<file path="src/rtl/hazard_unit_pkg.sv">
// Shared pipeline definitions for the RV32 5-stage pipeline hazard logic.
// Contents: forwarding-select encodings and the register address width.
package hazard_unit_pkg;

    localparam int REG_ADDR_W = 5;

    // Operand forwarding select encodings (11 is never produced)
    localparam logic [1:0] FWD_RF  = 2'b00;   // register file value
    localparam logic [1:0] FWD_WB  = 2'b01;   // W-stage result
    localparam logic [1:0] FWD_MEM = 2'b10;   // M-stage ALU result

    // Architectural zero register; never a forwarding or hazard source
    localparam logic [REG_ADDR_W-1:0] REG_X0 = 5'd0;

endpackage

</file>
<file path="src/rtl/hazard_unit_forward_sel.sv">
// Forwarding source selection for one E-stage ALU operand.
// Ports:
//   rs_e       - E-stage source register of this operand
//   rd_m, rd_w - destination registers in M and W
//   regwrite_m, regwrite_w - M/W instructions write the register file
//   sel        - FWD_MEM if M matches, else FWD_WB if W matches, else FWD_RF
module forward_sel
    import hazard_unit_pkg::*;
(
    input  logic [REG_ADDR_W-1:0] rs_e,
    input  logic [REG_ADDR_W-1:0] rd_m,
    input  logic [REG_ADDR_W-1:0] rd_w,
    input  logic                  regwrite_m,
    input  logic                  regwrite_w,
    output logic [1:0]            sel
);

    logic [1:0] sel_s;

    // Prioritised match: the younger M-stage result wins over W; x0 never forwards
    always_comb begin
        sel_s = FWD_RF;
        if (regwrite_m && (rd_m != REG_X0) && (rd_m == rs_e)) begin
            sel_s = FWD_MEM;
        end else if (regwrite_w && (rd_w != REG_X0) && (rd_w == rs_e)) begin
            sel_s = FWD_WB;
        end else begin
            sel_s = FWD_RF;
        end
    end

    assign sel = sel_s;

endmodule

</file>
<file path="src/rtl/hazard_unit.sv">
// Hazard detection and forwarding control for the 5-stage RV32 pipeline.
// Control outputs are combinational; only the event counters are registered.
// Ports:
//   clk, rst               - clock, synchronous active-high reset
//   pcsrc_e                - taken branch / jump resolved in E
//   rs1_d, rs2_d           - D-stage source registers
//   rd_e, resultsrc_e0     - E-stage destination and "is a load" flag
//   rs1_e, rs2_e           - E-stage source registers
//   rd_m, rd_w, regwrite_m, regwrite_w - M/W writeback info
//   forward_ae, forward_be - operand A/B forwarding selects
//   stall_f, stall_d       - hold PC and F/D register
//   flush_d, flush_e       - clear F/D and D/E registers
//   stall_cnt, flush_cnt   - saturating load-use stall / branch flush counters
module hazard_unit
    import hazard_unit_pkg::*;
#(
    parameter int CNT_W = 16
) (
    input  logic                  clk,
    input  logic                  rst,
    input  logic                  pcsrc_e,
    input  logic [REG_ADDR_W-1:0] rs1_d,
    input  logic [REG_ADDR_W-1:0] rs2_d,
    input  logic [REG_ADDR_W-1:0] rd_e,
    input  logic                  resultsrc_e0,
    input  logic [REG_ADDR_W-1:0] rs1_e,
    input  logic [REG_ADDR_W-1:0] rs2_e,
    input  logic [REG_ADDR_W-1:0] rd_m,
    input  logic [REG_ADDR_W-1:0] rd_w,
    input  logic                  regwrite_m,
    input  logic                  regwrite_w,
    output logic [1:0]            forward_ae,
    output logic [1:0]            forward_be,
    output logic                  stall_f,
    output logic                  stall_d,
    output logic                  flush_d,
    output logic                  flush_e,
    output logic [CNT_W-1:0]      stall_cnt,
    output logic [CNT_W-1:0]      flush_cnt
);

    localparam logic [CNT_W-1:0] CNT_MAX = {CNT_W{1'b1}};
    localparam logic [CNT_W-1:0] CNT_ONE = {{(CNT_W-1){1'b0}}, 1'b1};
    localparam logic [CNT_W-1:0] CNT_ZERO = {CNT_W{1'b0}};

    logic [1:0]       fwd_a_s;
    logic [1:0]       fwd_b_s;
    logic             lw_stall_s;
    logic [1:0]       forward_ae_s;
    logic [1:0]       forward_be_s;
    logic             stall_s;
    logic             flush_d_s;
    logic             flush_e_s;
    logic [CNT_W-1:0] stall_cnt_r;
    logic [CNT_W-1:0] flush_cnt_r;

    forward_sel u_fwd_a (
        .rs_e       (rs1_e),
        .rd_m       (rd_m),
        .rd_w       (rd_w),
        .regwrite_m (regwrite_m),
        .regwrite_w (regwrite_w),
        .sel        (fwd_a_s)
    );

    forward_sel u_fwd_b (
        .rs_e       (rs2_e),
        .rd_m       (rd_m),
        .rd_w       (rd_w),
        .regwrite_m (regwrite_m),
        .regwrite_w (regwrite_w),
        .sel        (fwd_b_s)
    );

    // Load-use hazard: a load in E feeds a D-stage source; loads to x0 are harmless
    always_comb begin
        lw_stall_s = 1'b0;
        if (resultsrc_e0 && (rd_e != REG_X0) && ((rs1_d == rd_e) || (rs2_d == rd_e))) begin
            lw_stall_s = 1'b1;
        end else begin
            lw_stall_s = 1'b0;
        end
    end

    // Control outputs; reset forces bubbles into D and E so the pipeline drains
    always_comb begin
        forward_ae_s = FWD_RF;
        forward_be_s = FWD_RF;
        stall_s      = 1'b0;
        flush_d_s    = 1'b1;
        flush_e_s    = 1'b1;
        if (rst) begin
            forward_ae_s = FWD_RF;
            forward_be_s = FWD_RF;
            stall_s      = 1'b0;
            flush_d_s    = 1'b1;
            flush_e_s    = 1'b1;
        end else begin
            forward_ae_s = fwd_a_s;
            forward_be_s = fwd_b_s;
            stall_s      = lw_stall_s;
            flush_d_s    = pcsrc_e;
            flush_e_s    = lw_stall_s | pcsrc_e;
        end
    end

    // Saturating performance counters for stall and flush events
    always_ff @(posedge clk) begin
        if (rst) begin
            stall_cnt_r <= CNT_ZERO;
            flush_cnt_r <= CNT_ZERO;
        end else begin
            if (lw_stall_s && (stall_cnt_r != CNT_MAX)) begin
                stall_cnt_r <= stall_cnt_r + CNT_ONE;
            end else begin
                stall_cnt_r <= stall_cnt_r;
            end
            if (pcsrc_e && (flush_cnt_r != CNT_MAX)) begin
                flush_cnt_r <= flush_cnt_r + CNT_ONE;
            end else begin
                flush_cnt_r <= flush_cnt_r;
            end
        end
    end

    assign forward_ae = forward_ae_s;
    assign forward_be = forward_be_s;
    assign stall_f    = stall_s;
    assign stall_d    = stall_s;
    assign flush_d    = flush_d_s;
    assign flush_e    = flush_e_s;
    assign stall_cnt  = stall_cnt_r;
    assign flush_cnt  = flush_cnt_r;

endmodule

</file>
<file path="config.mk">
export PLATFORM = sky130hd
export DESIGN_NAME = hazard_unit
export DESIGN_NICKNAME = d
export VERILOG_FILES = /design/src/rtl/hazard_unit_pkg.sv /design/src/rtl/hazard_unit_forward_sel.sv /design/src/rtl/hazard_unit.sv
export SDC_FILE = /design/constraint.sdc
export NUM_CORES = 1
export LEC_CHECK = 0
export BUFFER_PORTS_ARGS = -buffer_cell sky130_fd_sc_hd__buf_4
export CAP_MARGIN = 20
export CORE_ASPECT_RATIO = 1.25
export CORE_UTILIZATION = 55
export CTS_BUF_LIST = sky130_fd_sc_hd__clkbuf_4
export CTS_CLUSTER_SIZE = 28
export DETAILED_ROUTE_END_ITERATION = 7
export MAX_ROUTING_LAYER = met4
export PLACE_DENSITY = 0.95
export REMOVE_ABC_BUFFERS = 1
export SLEW_MARGIN = 20
export SYNTH_ARGS = -nofsm -noshare
export SYNTH_HDL_FRONTEND = slang
export SYNTH_HIERARCHICAL = 1
export SYNTH_SLANG_ARGS = --single-unit
</file>
<file path="constraint.sdc">
create_clock -name clk -period 4.8 [get_ports clk]
set_input_delay 0.48 -clock clk [delete_from_list [all_inputs] [get_ports clk]]
set_output_delay 0.48 -clock clk [all_outputs]
set_load 0.03 [all_outputs]
</file>
## Yosys cells after proc, flatten, opt, wreduce, memory -nomap -nowiden

Index checks and enable logic that the tools add are counted.

| storage, ports and cells | value |
|---|---|
| word-level logic and storage cells | 37 |
| output and inout bits | 40 |
| register bits | 32 |
| input bits | 41 |

| operators by class | value |
|---|---|
| equality and inequality tests | 8 |
| multiplexer cells | 10 |
| bitwise gates (word level) | 1 |
| $add $sub $neg | 2 |
| reductions and logical operators | 14 |

Operator list:

| cell | number |
|---|---|
| $add A16 B1 Y16 const B | 2 |
| $ne A16 B16 Y1 const B | 2 |
| $eq A5 B5 Y1 | 6 |
| $reduce_bool A5 Y1 | 3 |
| $logic_and A1 B1 Y1 | 10 |
| $mux W2 | 4 |
| $mux W1 | 6 |
| $logic_or A1 B1 Y1 | 1 |
| $or A1 B1 Y1 | 1 |

## Depth between registers and ports, before layout

Gate-level depths: netlist of the first run.

| depth | value |
|---|---|
| word-level depth | 6 |
| gate-level depth with buffers | 7 |
| mapped depth without buffers | 6 |

## Modules after synthesis

Netlist of the first run, hierarchy kept.

Modules (own cells, without submodules):

| module | sequential area each (um^2) | times used | cells an instance | area an instance (um^2) |
|---|---|---|---|---|
| hazard_unit | 640.6 | 1 | 217 | 1890.6 |
| forward_sel | 0.0 | 2 | 20 | 151.4 |

## Worst setup path after synthesis of the first run

No wires, ideal clock.

| timing | value |
|---|---|
| path type | in2out |
| from | input rd_e[4] |
| to | output stall_f |
| data arrival time | 1.994 ns |
| path buffers | 2 |
| cell stages on the path | 7 |
| setup slack | 2.326 ns |
| data required time | 4.320 ns |
| path through | xor2_1 nor3_2 a32oi_2 buf_6 nand2b_1 nor2_1 buf_4 |

| between the ends | value |
|---|---|
| cells in the longest elaborated chain, start to end | 5 |
| elaborated cells between the ends (all ways) | 8 |
| those cells by class | 2 x eq/ne; 2 x mux; 4 x reduce/logical |

RTL lines:

| element | RTL line | RTL |
|---|---|---|
| from (decl) | hazard_unit.sv:24 | `input logic [REG_ADDR_W-1:0] rd_e,` |
| $eq A5 B5 Y1 / $reduce_bool A5 Y1 (equally long branches) | hazard_unit.sv:78 | `if (resultsrc_e0 && (rd_e != REG_X0) && ((rs1_d == rd_e) \|\| (rs2_d == rd_e))) begin` |
| $logic_or A1 B1 Y1 / $logic_and A1 B1 Y1 (equally long branches) | hazard_unit.sv:78 |  |
| $logic_and A1 B1 Y1 (*) | hazard_unit.sv:78 |  |
| $mux W1 (*) | hazard_unit.sv:78 |  |
| $mux W1 (*) | hazard_unit.sv:92 | `if (rst) begin` |
| to (decl) | hazard_unit.sv:34 | `output logic stall_f,` |

Mark *: on every way between the ends. The rest lies on a longest branch, timed or not.

## Worst setup path after layout of the first run

| timing | value |
|---|---|
| from | input rd_e[4] |
| to | output stall_d |

| between the ends | value |
|---|---|
| cells in the longest elaborated chain, start to end | 5 |
| elaborated cells between the ends (all ways) | 8 |
| those cells by class | 2 x eq/ne; 2 x mux; 4 x reduce/logical |

RTL lines:

| element | RTL line | RTL |
|---|---|---|
| $eq A5 B5 Y1 / $reduce_bool A5 Y1 (equally long branches) | hazard_unit.sv:78 |  |
| $logic_or A1 B1 Y1 / $logic_and A1 B1 Y1 (equally long branches) | hazard_unit.sv:78 |  |
| $logic_and A1 B1 Y1 (*) | hazard_unit.sv:78 |  |
| $mux W1 (*) | hazard_unit.sv:78 |  |
| $mux W1 (*) | hazard_unit.sv:92 |  |
| to (decl) | hazard_unit.sv:35 | `output logic stall_d,` |

Marks and branches as above.

==> impl_metrics.csv, run 1 <==
group,metric,value,unit
clocking,cts_tree,"done",
grt,globalRouteTotalUtil,26.8,%
floorplan,pin_count,81,
clocking,postCtsSetupRepairBufs,0,
worst_setup_path,crit_path_top_delay_cell,"buf_4",
timing,skew,0.0117,ns
timing,worstMarginPinSlew,0.925,ns
power_and_ir_drop,p_sw_share,28.2,%
drt,avgRoutedWirePerCell,13.9,um
job,drv_cap,0,
clocking,htree_levels,2,
floorplan,core,3780,um^2
synth,synth_area_leaders,"dfxtp_1 (29%), xnor2_1 (8.0%), xor2_1 (6.8%)",
worst_setup_path,cp_max_fo,25,
drt,drc,0,
clocking,ctsResizeCount,0,
timing,period_share,48.3,%
clocking,cts.path.max_buffers,2,
layout,antennaDiodeCount,0,
synth,synth_edf_count,0,
worst_setup_path,crit_cells,8,
grt,use_met2,48.5,%
worst_setup_path,start_kind,"input pin",
power_and_ir_drop,p_switching,148,uW
worst_setup_path,path_class,"input pin to output pin",
placement,io_buffers,80,
timing,fmax,431,MHz
synth,synth_xor_area_share,14.8,%
timing,finalSetupViolCount,0,
timing,finalSetupTns,0,ns
power_and_ir_drop,share_seq_of_total_power,51.7,%
grt,grt_remaining_overflow,0,
placement,dpl_cell_area,2810,um^2
outcome,status,"finished, final reports clean",
synth,yosysMostFrequentCell,"dfxtp_1",
synth,syn_area,2190,um^2
grt,grt_first_pass_wirelength,8.74,mm
power_and_ir_drop,power_density,183,nW/um^2
drt,vias,2278,
floorplan,placementRows,25,
worst_hold_path,hp-class,"flip-flop to flip-flop",
synth,ys_ff_latch,32,
placement,place.gp.congestion,0.868,
worst_setup_path,critical_path.endpoint_type,"output pin",
clocking,cts_buffers,5,
grt,met1_usage,28.7,%
timing,period_minus_slack,2.32,ns
synth,yosysSeqAreaShare,29.2,%
grt,grt_max_degree,45,
synth,async_flop_share,0,%
layout,drive_gt1_share,32.6,%
synth,ys_dominant_reg_cell,"dfxtp_1",
floorplan,die_x,58.5,um
drt,drtIter0Drc,112,
worst_setup_path,crit_path_max_incr_delay,0.22,ns
timing,hold_viol,0,
drt,drtPass1Iterations,4,
clocking,cts_root_buffer,"clkbuf_4",
worst_setup_path,r2r_cells,6,
timing,finalMaxSlewViolations,0,
floorplan,fp.dieH,72.6,um
synth,synthSimpleGateAreaFrac,32.7,%
synth,yosys.area.top_type,"dfxtp_1",
synth,synthCells,257,
layout,syn_to_final_growth,30.5,%
synth,synth.top_cell.area_share,29.2,%
worst_setup_path,crit_top_cell,"buf_4",
layout,nets,380,
placement,place.detailed.hpwl,4.14,mm
synth,synth_top_family_by_area,"simple AND/OR/NAND/NOR gates",
synth,synth_compound_area_share,14.5,%
clocking,clock_latency,0.34,ns
power_and_ir_drop,pwr-share-comb,19.6,%
worst_hold_path,min_delay_path_depth,2,
timing,relSlewSlack,37.9,%
floorplan,dieArea,4250,um^2
layout,fin_area,2860,um^2
worst_setup_path,critPathBufInv,3,
timing,hold_slack,0.533,ns
power_and_ir_drop,vdd_drop_max,0.000172,V
worst_setup_path,critPathTopFamily,"simple AND/OR/NAND/NOR gates",
power_and_ir_drop,p_int,376,uW
floorplan,start_util,58.0,%
clocking,clock_sinks,32,
drt,routed_via_density,5.83,
synth,ys_warn_count,6,
worst_setup_path,path_cells,"buf_4 -> xor2_1 -> nor3_2 -> a32oi_2 -> buf_4 -> nand2b_1 -> nor2_1 -> buf_4",
power_and_ir_drop,p_clk_share,28.7,%
drt,ant_nets,0,
grt,first_global_vias,2107,
grt,top_usage_layer,"met2",
synth,syn_area_per_cell,8.53,um^2
timing,rsz0062_at_grt,"false",
synth,muxShareOfSynthArea,4.34,%
worst_setup_path,critical_path_required,4.32,ns
clocking,path_clk_slew,0.09,ns
synth,synth_common_cells,"dfxtp_1 (32), nor2_1 (29), xnor2_1 (20), xor2_1 (17), nand2_1 (16)",
power_and_ir_drop,p_leak,0.00112,uW
synth,synthAdderAreaFrac,1.14,%
grt,use_met3,5.14,%
drt,wl,5.42,mm
clocking,ctsHoldBuffers,0,
synth,yosysUniqueCellTypes,50,
worst_setup_path,crit_arrival,1.84,ns
grt,antenna_found_initial,0,
==> worst reg2reg max path: stages, from the launching register on <==
cell and delay, ns:
dfxtp_1 0.43, ha_1 0.23, nand3_1 0.13, nor3_1 0.78
a21bo_2 0.29, mux2i_1 0.19, nor2_1 0.05
==> routing by layer <==
metal / wire (um) / part of all wire (%) / up-vias
met5: 0 / 0 / -
li1: - / - / 1112
met4: 59 / 1.1 / 0
met1: 2150 / 40 / 1067
met2: 2890 / 53 / 91
met3: 321 / 5.9 / 8
==> kinds of logic (layout without fill, tap and decap cells) <==
logic type	count (synthesis)	count (layout)
buf+inv	12	92
compound gates	41	41
flops	32	32
fa+ha+maj	2	2
xor+xnor	37	37
simple gates	125	125
mux	8	8
==> worst paths after layout <==
check             slack, ns    startpoint           end
setup / recovery       2.48       rd_e[4]       stall_d
setup reg to reg       2.57  flush_cnt[0]  flush_cnt[1]
hold reg to reg        0.53  stall_cnt[4]  stall_cnt[4]
hold / removal         0.53  stall_cnt[4]  stall_cnt[4]
==> registers in the layout (all words and copies together) (netlist names) <==
| signal | count |
|---|---|
| stall_cnt | 16 |
| flush_cnt | 16 |
==> per-stage QoR <==
step                      instances  setup slack, ns  power (uW)  util, %
after floorplan                 249             2.14         324        -
after CTS                       391             2.47         527     75.6
after detailed placement        384             2.48         379     74.3
after global placement          384             2.52         376     74.3
final                           391             2.48         524     75.6
after global routing            391             2.34         543     75.6
==> power groups by stage <==
| stage | registers [uW] | logic, uW | clock network [uW] |
|---|---|---|---|
| 6_report | 271 | 103 | 150 |
| 2_1_floorplan | 280 | 43.6 | 0 |
| 3_3_place_gp | 276 | 99.7 | 0 |
| 5_1_grt | 271 | 111 | 161 |
| 4_1_cts | 271 | 103 | 154 |
| 3_5_place_dp | 277 | 102 | 0 |
==> placed cells by master, fill, tap and decap left out, drive strengths merged, types with 3 or more instances in the layout <==
| cell type | count |
|---|---|
| nor2 | 30 |
| buf | 81 |
| and4 | 3 |
| o31ai | 8 |
| clkbuf | 6 |
| nand3 | 12 |
| o41ai | 4 |
| mux2 | 6 |
| nand4 | 9 |
| dfxtp | 32 |
| a211oi | 5 |
| nand2 | 17 |
| inv | 4 |
| and2 | 3 |
| xor2 | 17 |
| or4 | 10 |
| nor4 | 7 |
| a21oi | 15 |
| nor2b | 9 |
| nor3 | 14 |
| xnor2 | 20 |
==> final cells by class <==
cell class,instances,area (um^2)
clock buffers,6,45.0
clock inverters,1,5.00
fillers,285,923
inverters,4,15.0
multi-input cells,213,1480
flip-flops and latches,32,641
well taps,54,67.6
repair buffers,81,608
(Power assumes the default switching activity.)
==> run 2: changes to the inputs <==
ABC_AREA = 1   (was unset)
CORE_UTILIZATION = 48   (was 55)
PLACE_DENSITY = 0.86   (was 0.95)
clock period = 2 ns   (was 4.8 ns; I/O delays follow)
==> run 2 against run 1 <==
Sequential share of layout area is 3.0 points lower. Wire length is 16% higher. Highest routed layer unchanged. Sequential power is 140% higher. Largest cell class unchanged.
==> impl_metrics.csv, run 2 <==
group,metric,value,unit
grt,grt_first_pass_wirelength,10.5,mm
placement,place.gp.congestion,0.916,
grt,grt_max_degree,27,
floorplan,pin_count,81,
drt,drtPass1Iterations,4,
synth,synth_edf_count,0,
placement,io_buffers,80,
synth,ys_warn_count,6,
timing,fmax,547,MHz
clocking,postCtsSetupRepairBufs,0,
worst_setup_path,critical_path.endpoint_type,"flip-flop",
grt,first_global_vias,2645,
drt,ant_nets,0,
timing,finalSetupTns,0,ns
clocking,clock_sinks,32,
power_and_ir_drop,power_density,425,nW/um^2
timing,setup_ws,0.172,ns
synth,syn_area,2580,um^2
outcome,status,"finished, final reports clean",
timing,period_share,91.4,%
clocking,cts_tree,"done",
floorplan,start_util,50.4,%
placement,dp_slack,0.207,ns
clocking,cts_buffers,5,
worst_setup_path,path_class,"flip-flop to flip-flop",
timing,finalSetupViolCount,0,
synth,syn_area_per_cell,5.81,um^2
clocking,clock_latency,0.33,ns
floorplan,die_x,67.6,um
layout,final-instance-count-excl-fill,588,
synth,async_flop_share,0,%
clocking,htree_levels,2,
clocking,cts_root_buffer,"clkbuf_4",
worst_setup_path,critical_path_required,2.26,ns
job,drv_cap,0,
synth,synthCells,444,
power_and_ir_drop,vdd_drop_max,0.000200,V
synth,yosysMostFrequentCell,"nand2_1",
drt,drtIter0Drc,118,
worst_setup_path,start_kind,"flip-flop",
drt,avgRoutedWirePerCell,10.7,um
worst_setup_path,cp_max_fo,14,
clocking,cts.path.max_buffers,2,
synth,yosysSeqAreaShare,24.8,%
grt,grt_remaining_overflow,0,
synth,ys_dominant_reg_cell,"dfxtp_1",
synth,synth_common_cells,"nand2_1 (132), inv_1 (62), nor2_1 (61), dfxtp_1 (32), nand3_1 (29)",
placement,place.detailed.hpwl,4.94,mm
grt,globalRouteTotalUtil,23.8,%
timing,rsz0062_at_grt,"false",
timing,skew,0.0119,ns
timing,finalMaxSlewViolations,0,
drt,vias,2959,
synth,yosysUniqueCellTypes,28,
layout,n_fill_cell,492,
clocking,ctsResizeCount,0,
grt,antenna_found_initial,0,
timing,worstMarginPinSlew,0.445,ns
layout,post-route-util,64.6,%
layout,final_cell_mix,"nand2_1 (132), buf_4 (85), inv_1 (62)",
timing,hold_viol,0,
layout,layout_commonest_cell,"nand2_1",
placement,dp_cells,580,
drt,wl,6.29,mm
worst_setup_path,crit_arrival,2.09,ns
floorplan,placementRows,29,
synth,yosys.area.top_type,"dfxtp_1",
layout,antennaDiodeCount,0,
synth,ys_ff_latch,32,
layout,syn_to_final_growth,28.0,%
floorplan,dieArea,5670,um^2
layout,nets,568,
floorplan,fp.dieH,84.0,um
synth,synth_area_leaders,"dfxtp_1 (25%), nand2_1 (19%), inv_1 (9.0%)",
power_and_ir_drop,p_leak,0.00159,uW
synth,synth.top_cell.area_share,24.8,%
clocking,path_clk_slew,0.10,ns
power_and_ir_drop,power,1400,uW
drt,drc,0,
clocking,ctsHoldBuffers,0,
timing,relSlewSlack,70.3,%
drt,routed_via_density,5.03,
floorplan,core,5120,um^2
timing,period_minus_slack,1.83,ns
worst_hold_path,hp-class,"input pin to flip-flop",
layout,drive_gt1_share,24.5,%
==> run 2: where the power goes <==
part	leakage, uW	switching, uW	internal (uW)
registers	0.000258	5.78	642
logic	0.00130	157	114
clock network	0.0000403	228	255
total	0.00159	391	1010
==> run 2: through the flow <==
stage | hold slack, ns | area (um^2)
detailed placement | 0.495 | 3230
CTS | 0.249 | 3300
floorplan | 0.262 | 2510
global route | 0.262 | 3300
global placement | 0.481 | 3230
finish | 0.259 | 3300
==> run 2: worst paths after layout <==
kind | start | endpoint | slack [ns] | cells after the start
min reg2reg | flush_cnt[1] | flush_cnt[1] | 0.51 | 2
max | stall_cnt[1] | stall_cnt[8] | 0.17 | 9
max reg2reg | stall_cnt[1] | stall_cnt[8] | 0.17 | 9
min | pcsrc_e | flush_cnt[12] | 0.26 | 3
==> run 2: cell families (layout without fill, tap and decap cells) <==
family | after synthesis | count (layout) | synth area share [%]
compound gates | 40 | 40 | 9.21
xor+xnor | 16 | 16 | 5.43
fa+ha+maj | 2 | 2 | 0.970
buf+inv | 86 | 168 | 13.5
flops | 32 | 32 | 24.8
simple gates | 268 | 268 | 46.0
==> run 2: routing by layer <==
layer	vias up	share of wire, %	GRT usage [%]	wire length, um
met1	1310	42	24.8	2640
met4	0	1.6	7.74	100
met2	94	52	43.4	3260
met5	-	0	-	0
met3	10	4.4	3.55	278
li1	1545	-	-	-
==> run 2: final cells by class <==
class                      count  area (um^2)  share of cell area, %
multi-input combinational    326         1590                   48.1
sequential                    32          641                   19.4
timing repair buffer          85          638                   19.3
inverter                      75          282                   8.52
tap                           62         77.6                   2.35
clock buffer                   5         37.5                   1.14
clock inverter                 3         37.5                   1.14
==> run 2: worst max-delay path, stage by stage (launching register included) <==
cell	delay (ns)
dfxtp_1	0.40
ha_1	0.25
nand3_1	0.15
inv_2	0.12
nand3_2	0.10
nor2_4	0.14
inv_2	0.11
nand3_2	0.24
nand2_1	0.11
a21oi_2	0.13
